File: src/rtl/coef_packer.sv
// coef_packer: collects 2-bit coefficients serially, lowest index first, and
// repacks them into two N-bit bit-plane words (plane0 = LSBs, plane1 = MSBs).
// One completed word may wait in the shift registers while the output slot is busy.
module coef_packer #(
    parameter int unsigned N = 4
) (
    input  logic         clk,
    input  logic         reset,
    input  logic         in_valid,
    output logic         in_ready,
    input  logic [1:0]   coef_in,
    input  logic         in_last,
    output logic         out_valid,
    input  logic         out_ready,
    output logic [N-1:0] plane0,
    output logic [N-1:0] plane1
);

    localparam int unsigned CW = (N > 2) ? $clog2(N) : 1;
    localparam logic [CW-1:0] LAST_IDX = CW'(N - 1);

    localparam logic [0:0] ST_COLLECT = 1'b0;
    localparam logic [0:0] ST_HOLD    = 1'b1;

    logic [0:0]    state, state_n;
    logic [N-1:0]  sh0, sh0_n;
    logic [N-1:0]  sh1, sh1_n;
    logic [CW-1:0] cnt, cnt_n;
    logic [N-1:0]  plane0_n, plane1_n;
    logic          out_valid_n;
    logic          in_ready_n;

    logic          slot_free;
    logic          accept;
    logic          complete;
    logic [N-1:0]  shift0, shift1;
    logic [N-1:0]  adj0, adj1;
    logic [CW-1:0] shamt;

    // State and datapath registers
    always_ff @(posedge clk or negedge reset) begin
        if (!reset) begin
            state     <= ST_COLLECT;
            sh0       <= '0;
            sh1       <= '0;
            cnt       <= '0;
            plane0    <= '0;
            plane1    <= '0;
            out_valid <= 1'b0;
            in_ready  <= 1'b1;
        end else begin
            state     <= state_n;
            sh0       <= sh0_n;
            sh1       <= sh1_n;
            cnt       <= cnt_n;
            plane0    <= plane0_n;
            plane1    <= plane1_n;
            out_valid <= out_valid_n;
            in_ready  <= in_ready_n;
        end
    end

    // Next-state: shift in coefficients, complete words, move them to the output slot
    always_comb begin
        state_n     = state;
        sh0_n       = sh0;
        sh1_n       = sh1;
        cnt_n       = cnt;
        plane0_n    = plane0;
        plane1_n    = plane1;
        out_valid_n = out_valid;

        slot_free = !out_valid || out_ready;
        accept    = in_valid && in_ready;
        shift0    = {coef_in[0], sh0[N-1:1]};
        shift1    = {coef_in[1], sh1[N-1:1]};
        // A short word is right-aligned; a full word needs a zero shift.
        shamt     = LAST_IDX - cnt;
        adj0      = shift0 >> shamt;
        adj1      = shift1 >> shamt;
        complete  = accept && ((cnt == LAST_IDX) || in_last);

        if (out_valid && out_ready) begin
            out_valid_n = 1'b0;
        end

        case (state)
            ST_COLLECT: begin
                if (accept) begin
                    if (complete) begin
                        cnt_n = '0;
                        if (slot_free) begin
                            plane0_n    = adj0;
                            plane1_n    = adj1;
                            out_valid_n = 1'b1;
                            sh0_n       = '0;
                            sh1_n       = '0;
                        end else begin
                            sh0_n   = adj0;
                            sh1_n   = adj1;
                            state_n = ST_HOLD;
                        end
                    end else begin
                        sh0_n = shift0;
                        sh1_n = shift1;
                        cnt_n = cnt + CW'(1);
                    end
                end
            end
            ST_HOLD: begin
                if (slot_free) begin
                    plane0_n    = sh0;
                    plane1_n    = sh1;
                    out_valid_n = 1'b1;
                    sh0_n       = '0;
                    sh1_n       = '0;
                    cnt_n       = '0;
                    state_n     = ST_COLLECT;
                end
            end
            default: begin
                state_n = ST_COLLECT;
            end
        endcase

        in_ready_n = (state_n == ST_COLLECT);
    end

endmodule
File: config.mk
export PLATFORM = sky130hd
export DESIGN_NAME = coef_packer
export DESIGN_NICKNAME = d
export VERILOG_FILES = /design/src/rtl/coef_packer.sv
export SDC_FILE = /design/constraint.sdc
export NUM_CORES = 1
export LEC_CHECK = 0
export CAP_MARGIN = 30
export CORE_AREA = 3 3 54 56
export DETAILED_ROUTE_END_ITERATION = 7
export DIE_AREA = 0 0 57 59
export GPL_TIMING_DRIVEN = 1
export PLACE_DENSITY = 0.79
export SETUP_SLACK_MARGIN = 0.05
export SLEW_MARGIN = 10
export SYNTH_ARGS = -nofsm -noshare
export SYNTH_HDL_FRONTEND = slang
export SYNTH_SLANG_ARGS = --single-unit
File: constraint.sdc
create_clock -name clk -period 1.52 [get_ports clk]
set_clock_uncertainty 0.05 [all_clocks]
set_input_delay 0.152 -clock clk [delete_from_list [all_inputs] [get_ports clk]]
set_output_delay 0.152 -clock clk [all_outputs]
set_load 0.01 [all_outputs]
-- After elaboration in Yosys (flattened, before gate mapping)
Index checks and enable logic that the tools add are counted.
- memories kept: 0
- output and inout bits: 10
- register bits: 21
- bits in read-only memories: 0
- word-level logic and storage cells: 59
- bits of input ports: 7
- latch bits: 0
- bits in writable memories: 0
- divide/modulo/power cells: 0
- shifts and indexed selects: 2
- multiply operators: 0
- bitwise gates (word level): 2
- mux-type cells: 32
- eq/ne operators: 5
- magnitude comparators: 0
- add/sub/neg operators: 2
- reduce and logical (&&, ||, !) cells: 8
- operator list (operator ; number):
    two-way mux 4 bit ; 15
    case mux 4 bit (2 select lines) ; 4
    >> shifter 4 x 2 -> 4 bit ; 2
    two-way mux 1 bit ; 7
    two-way mux 2 bit ; 3
    != test 2 bit (second input constant) ; 3
    case mux 1 bit (2 select lines) ; 2
    case mux 2 bit (2 select lines) ; 1
    AND reduction 4 bit ; 1
    logical AND 1 bit ; 3
    adder 2 x 1 -> 2 bit (second input constant) ; 1
    equality test 2 bit (second input constant) ; 1
    logical OR 1 bit ; 2
    != test 2 x 1 -> 1 bit (second input constant) ; 1
    NOT 1 bit ; 2
    AND reduction 2 bit ; 1
    subtractor 2 bit (first input constant) ; 1
    logical NOT 1 bit ; 1

-- Longest topological paths before layout
Gate-level depths: netlist (run 1).
- depth after elaboration: 7
- depth in mapped cells: 5
- gate-level depth less buffers: 4

-- Worst setup path after synthesis (run 1)
Ideal clock, no wire load.
- path kind: reg-to-reg
- start: register cnt[0]
- end: register sh1[1]
- path slack: -0.010 ns
- data arrival time: 1.354 ns
- clock period less this slack: 1.530 ns
- cell stages (with the launch flop): 5
- library setup time: 0.126 ns
- path buffers: 0
- data required time: 1.344 ns
- cells stage by stage: dfrtp_1 ha_1 o211ai_2 nor3_1 a221o_1
- word-level cells in the longest chain between the ends: 6
- elaborated cells between the ends (all ways): 9
- those cells by class: add/sub (1); eq/ne (1); shift (1); mux (4); reduce/logical (2)
- ends and longest elaborated chain (what ; line ; RTL):
    start: declaration ; 28 ; logic [CW-1:0] cnt, cnt_n;
    start signal: assignment ; 55 ; cnt <= cnt_n;
    subtractor 2 bit or equality test 2 bit (tied branches) ; 78, 81 ;
    >> shifter 4 x 2 -> 4 bit or logical OR 1 bit (tied branches) ; 80, 81 ;
    two-way mux 4 bit or logical AND 1 bit (tied branches) ; 92, 81 ;
    two-way mux 4 bit (*) ; 90 ; if (complete) begin
    two-way mux 4 bit (*) ; 89 ; if (accept) begin
    case mux 4 bit (2 select lines) (*) ; 87 ; case (state)
    end signal: assignment ; 54 ; sh1 <= sh1_n;
    end: declaration ; 27 ; logic [N-1:0] sh1, sh1_n;
Every way passes the cells marked *; elsewhere a longest branch is shown, timed or not. The select of a mux whose other input is x is not followed.
A chain may end at the register's enable or synchronous reset.

-- Final worst setup path (run 1)
- start: register cnt[0]
- end: register plane0[1]
- word-level cells in the longest chain between the ends: 6
- elaborated cells between the ends (all ways): 11
- those cells by class: add/sub (1); eq/ne (2); shift (1); mux (4); reduce/logical (3)
- ends and longest elaborated chain (what ; line ; RTL):
    subtractor 2 bit ; 78 ; shamt = LAST_IDX - cnt;
    >> shifter 4 x 2 -> 4 bit ; 79 ; adj0 = shift0 >> shamt;
    two-way mux 4 bit ; 92 ; if (slot_free) begin
    two-way mux 4 bit ; 90 ;
    two-way mux 4 bit ; 89 ;
    case mux 4 bit (2 select lines) ; 87 ;
    end signal: assignment ; 56 ; plane0 <= plane0_n;
    end: declaration ; 15 ; output logic [N-1:0] plane0,
Several ways; a longest one is shown, not always the timed one. The select of a mux whose other input is x is not followed.

==> results of run 1 <==
## layout by cell type (no fill, tap or decap), types with 4 or more instances in the layout
cell,instances
a221o_1,8
and3_1,4
buf_4,27
buf_6,7
clkdlybuf4s50_1,8
dfrtp_1,20
dlymetal6s2s_1,6
mux2i_1,5
nand2_1,4
nand3_1,4
nor2_1,4
## per-stage QoR
step	setup slack, ps	power (mW)	utilization, %
after floorplan	55.19	1.419	-
after global placement	-160.8	1.857	63.59
after detailed placement	-209.8	1.895	63.59
after CTS	-53.35	2.247	68.64
after global routing	-144.6	2.553	73.38
final	-72.64	2.419	73.38
## cells by family after synthesis
family,count (synthesis),share of synthesized area (%)
AND/OR/NAND/NOR,39,18.79
AO/OA/AOI/OAI,29,21.40
flip-flops,21,43.95
buffers and inverters,12,5.115
multiplexers,9,9.708
adder cells (fa/ha/maj),1,1.044
## state kept, by name, indices dropped and copies added, names as in the netlist
register and count:
plane0 4, plane1 4, sh0 4, sh1 4, cnt 2, in_ready 1, out_valid 1, state 1
## metal layers
metal / global-route usage (%) / vias up / wire length [um]
met4: 7.947 / 0 / 106
met5: 0 / - / 0
met2: 39.48 / 59 / 1911
li1: - / 535 / -
met1: 28.17 / 594 / 1438
met3: 4.139 / 15 / 235
## how the worst min path moves through the flow
stage / slack [ps] / cells past startpoint / from / to
2_1_floorplan: -190 / 0 / reset / cnt[0]
3_3_place_gp: 450 / 1 / plane0[3] / plane0[3]
3_5_place_dp: 450 / 1 / plane1[3] / plane1[3]
4_1_cts: 130 / 2 / reset / plane0[1]
5_1_grt: 110 / 2 / reset / plane0[1]
6_report: 110 / 2 / reset / plane0[1]
## layout make-up
type	instances	area share, %
multi-input combinational	78	40.61
sequential	21	28.97
timing repair buffer	51	26.08
tap	30	2.065
clock buffer	4	1.445
inverter	4	0.8259
## worst max-delay path, cell delays in order, from the launching register on
cell	delay [ps]
dfrtp_1	440
ha_4	190
o211ai_4	300
nor3_2	110
buf_4	160
a211o_1	250
## power breakdown
| part | internal [mW] | switching (mW) | leakage [nW] |
|---|---|---|---|
| clock | 0.103 | 0.188 | 0.0150 |
| sequential | 0.723 | 0.122 | 0.269 |
| combinational | 0.707 | 0.575 | 0.586 |
| total | 1.53 | 0.885 | 0.870 |
## timing repair
action	in CTS	in global routing
resized for setup	20	17
hold endpoints to repair	0	0
pin swaps	6	3
setup buffers	4	4
setup endpoints to repair	23	27
==> impl_metrics.csv, run 1 <==
group,metric,value,unit
floorplanning,core,2477,sq um
routing,firstDrtPassIters,4,
placed_design,dp_hpwl,2410,um
routing,route.detailed.drc,0,
routing,num_vias,1203,
synthesis,synth_cell_type_count,36,
worst_setup_path,critPathRequiredTime,1690,ps
clock_network,clock_latency,320,ps
grt,grt_overflow,0,
timing,grt_setup_unrepaired,"yes",
clock_network,numCtsBuffers,3,
placed_design,gp_congestion,0.8874,
power_and_ir_drop,power.density,1330,nW/um^2
final_layout,diodes,0,
worst_setup_path,criticalPathCategory,"reg -> reg",
worst_setup_path,worstPathArrival,1770,ps
timing,finalHoldViolCount,0,
timing,relSlewSlack,71.36,%
worst_setup_path,cp-start-kind,"register",
final_layout,nFillCells,163,
synthesis,syn-num-nets,119,
worst_setup_path,cp-endpoint,"plane0[1]",
final_layout,finish.instance_area,1818,sq um
synthesis,yosysWarningCount,0,
clock_network,clk_transition_reported_paths,120,ps
synthesis,synth_cells,111,
timing,fin_ws,-72.64,ps
synthesis,ys_seq_elements,21,
clock_network,cts_buffer_depth,2,
grt,grt_pass1_vias,1186,
worst_setup_path,reg2reg_from,"cnt[0]",
timing,worstMarginPinSlew,425.6,ps
routing,avgViaCountPerCell,6.399,
floorplanning,die_area,3363,sq um
routing,wl,3691,um
floorplanning,std_cell_rows,18,
outcome,violations,"negative setup slack",
routing,drtIter0Drc,67,
min_path,hold_path.class,"in -> async",
timing,fmax,0.6279,GHz
grt,grt_antenna_before_repair,0,
clock_network,cts_hold_buf,0,
synthesis,yosysMostFrequentCell,"dfrtp_1",
synthesis,syn-cell-area,1199,sq um
power_and_ir_drop,leakagePower,0.8700,nW
final_layout,layout.nets,167,
final_layout,drive_gt1_share,39.24,%
worst_setup_path,cp_max_fo,7,
placed_design,placed_area,1575,sq um
worst_setup_path,cp-end-kind,"register",
floorplanning,die_x,57,um
worst_setup_path,cp-startpoint,"cnt[0]",
timing,slew_violations,0,
synthesis,synth_top_cell_area_share,41.75,%
worst_setup_path,worstRegToRegCells,5,
timing,tns,-379.2,ps
synthesis,yosysTopAreaCell,"dfrtp_1",
clock_network,root_buffer,"clkbuf_4",
clock_network,cts_tree,"done",
outcome,status,"finished, violations left",
grt,grtUsageTotal,22.61,%
final_layout,area_delta_synth_final,51.67,%
clock_network,htree_num_levels,1,
synthesis,synth_ff_type,"dfrtp_1",
grt,grt_start_max_net_pins,22,
timing,fin_crit_sh,104.8,%
timing,setup_violations,9,
power_and_ir_drop,irDropWorstVdd,1.052,mV
timing,hold_ws,109.0,ps
floorplanning,start_util,48.38,%
final_layout,multiInputGateArea,738.2,sq um
placed_design,numPlacedInstances,176,
worst_setup_path,timing.rr.end,"plane0[1]",
run,timing.max_cap.violations,0,
routing,final_antenna_net_count,0,
final_layout,regArea,526.8,sq um
synthesis,synthTopCellsByCount,"20 x dfrtp_1, 8 x a221o_1, 6 x mux2i_1",
placed_design,port_buffers,16,
routing,route.detailed.wl_per_inst,19.63,um
synthesis,postSynth.asyncResetShare,100.0,%
floorplanning,ios,17,
grt,grt_pass1_wl,5782,um
worst_setup_path,r2r_slack,-70,ps
timing,final.min_clock_period,1593,ps
synthesis,synthTopCellsByArea,"dfrtp_1 42%, a221o_1 6.7%, mux2i_1 5.0%, mux4_2 3.8%, a32o_1 2.5%",
synthesis,avgSynthCellArea,10.80,sq um
synthesis,synth_edf_count,0,
synthesis,synth-seq-area-share,43.95,%
clock_network,cts_sinks,21,
floorplanning,dieHeight,59,um
final_layout,stdcell_count,188,
No activity file was read; power rests on OpenSTA's default activity.
==> run 2, diff against run 1 <==
SETUP_SLACK_MARGIN = default   (was 0.05)
==> run 2 against run 1 <==
  * Clock power decreased by 2%
  * The run ends with negative hold slack, negative setup slack left
  * Count of clock-buffer cells in the layout decreased by 1
  * Critical path depth unchanged
  * Critical path type unchanged
  * Die area unchanged
  * Utilization decreased by 3.6 points
  * Sequential cell count unchanged
  * Combinational power decreased by 8%
  * First-iteration DRC count increased by 16%
==> impl_metrics.csv, run 2 (synthesis results as in run 1) <==
group,metric,value,unit
floorplanning,start_util,48.38,%
timing,grt_setup_unrepaired,"yes",
power_and_ir_drop,p_comb_share,50.9,%
placed_design,placed_area,1595,sq um
routing,avgViaCountPerCell,6.326,
run,timing.max_cap.violations,0,
floorplanning,std_cell_rows,18,
final_layout,regArea,526.8,sq um
grt,grt.met1_usage,27.72,%
worst_setup_path,critPathBufInv,1,
timing,fin_crit_sh,103.9,%
worst_setup_path,worst-path-stages,5,
final_layout,multiInputGateArea,670.6,sq um
final_layout,area_delta_synth_final,44.15,%
power_and_ir_drop,power.density,1341,nW/um^2
grt,grt_overflow,0,
power_and_ir_drop,clkPwrFrac,12.2,%
outcome,status,"finished, violations left",
floorplanning,die_area,3363,sq um
clock_network,cts_sinks,21,
grt,grt.busiest_layer,"met2",
clock_network,root_buffer,"clkbuf_4",
floorplanning,core,2477,sq um
final_layout,final_cell_mix,"33 x buf_4, 20 x dfrtp_1, 14 x clkdlybuf4s50_1",
grt,grtUsageMet2,38.34,%
worst_setup_path,crit_chain,"ha_4 > o211ai_4 > nor3_2 > buf_4 > a211o_1",
routing,route.detailed.wl_per_inst,18.34,um
placed_design,gp_congestion,0.8347,
routing,route.detailed.drc,0,
timing,hold_ws,-2.632,ps
worst_setup_path,cp-end-kind,"register",
grt,grt_antenna_before_repair,0,
worst_setup_path,criticalPathCategory,"reg -> reg",
power_and_ir_drop,p_int,1.486,mW
final_layout,layout.nets,169,
timing,relSlewSlack,68.97,%
grt,grt_start_max_net_pins,18,
final_layout,nFillCells,192,
timing,tns,-287.7,ps
timing,setup_violations,14,
timing,final.min_clock_period,1580,ps
worst_setup_path,cp-startpoint,"cnt[0]",
clock_network,numCtsBuffers,3,
final_layout,diodes,0,
grt,grt_use_met3,3.050,%
timing,fmax,0.6331,GHz
worst_setup_path,cp_max_fo,6,
worst_setup_path,worstRegToRegCells,5,
placed_design,dp_hpwl,2481,um
grt,grt_pass1_wl,5685,um
timing,worstMarginPinSlew,465.5,ps
grt,grt_pass1_vias,1236,
power_and_ir_drop,p_sw_share,35.88,%
power_and_ir_drop,irDropWorstVdd,0.8523,mV
worst_setup_path,reg2reg_from,"cnt[0]",
routing,wl,3485,um
final_layout,drive_gt1_share,35.63,%
final_layout,final_common_cell,"buf_4",
min_path,hold_path.class,"in -> async",
power_and_ir_drop,power_switching,0.8315,mW
power_and_ir_drop,leakagePower,0.7852,nW
worst_setup_path,slowest_delay,440,ps
power_and_ir_drop,p_seq_share,36.8,%
timing,finalHoldViolCount,1,
timing,fin_ws,-59.64,ps
clock_network,clock_latency,310,ps
final_layout,finish.instance_area,1728,sq um
clock_network,htree_num_levels,1,
routing,drtIter0Drc,78,
worst_setup_path,worstPathArrival,1740,ps
floorplanning,dieHeight,59,um
worst_setup_path,critPathRequiredTime,1680,ps
outcome,violations,"negative hold slack, negative setup slack",
clock_network,cts_buffer_depth,2,
routing,firstDrtPassIters,6,
routing,final_antenna_net_count,0,
timing,slew_violations,0,
placed_design,port_buffers,16,
floorplanning,ios,17,
clock_network,clk_transition_reported_paths,130,ps
floorplanning,die_x,57,um
grt,grtUsageTotal,21.67,%
worst_setup_path,cp-start-kind,"register",
worst_setup_path,critPathTopFamily,"compound AO/OA/AOI/OAI gates",
worst_setup_path,crit_slowest_cell,"dfrtp_1",
clock_network,cts_tree,"done",
power_and_ir_drop,finalPower,2.318,mW
routing,num_vias,1202,
-- run 2: changes by cell type in the layout (fill, tap and decap cells not counted), moves of 2 or more --
cell,change
nor3_2,-2
buf_6,-3
clkdlybuf4s50_1,+6
nor3_1,+2
o21ai_0,+2
buf_4,+6
dlymetal6s2s_1,-6
o32ai_1,+2
-- run 2: routing by layer --
metal | up-vias | share of wire [%]
li1 | 538 | -
met1 | 594 | 42
met2 | 59 | 49
met3 | 11 | 6.5
met4 | 0 | 2.1
met5 | - | 0
-- run 2: timing repair --
| action | in CTS | in global routing |
|---|---|---|
| pin swaps | 9 | 2 |
| gates resized for setup | 10 | 5 |
| hold buffers | 0 | 0 |
| buffers inserted | 6 | 1 |
| setup endpoints to repair | 22 | 18 |
-- run 2: final timing paths --
check | endpoint | slack (ps)
worst min register to register | plane1[3] | 500
min in group clk | plane1[3] | 500
worst min-delay path | state | -3
worst max-delay path | plane0[1] | -60
worst max register to register | plane0[1] | -60
max in group asynchronous | cnt[0] | 920
-- run 2: cell type report --
type / instances / area share [%]
clock inverters: 1 / 0.2896
inverters: 4 / 0.8689
multi-input cells: 78 / 38.81
flip-flops and latches: 21 / 30.49
repair buffers: 53 / 26.07
clock buffers: 3 / 1.303
well taps: 30 / 2.172
-- run 2: power by group through the flow --
stage               combinational [mW]  sequential (mW)  clock, mW
floorplan                        0.525            0.887          0
global placement                  1.05            0.846          0
detailed placement                1.08            0.855          0
CTS                               1.15            0.845      0.280
global route                      1.27            0.877      0.302
finish                            1.18            0.854      0.284
-- run 2: stage by stage --
stage,setup slack (ps),utilization [%],cells
floorplan,11.42,-,111
global placement,-170.2,64.39,179
detailed placement,-220.2,64.39,179
CTS,-57.57,68.43,189
global route,-116.9,69.75,190
finish,-59.64,69.75,190
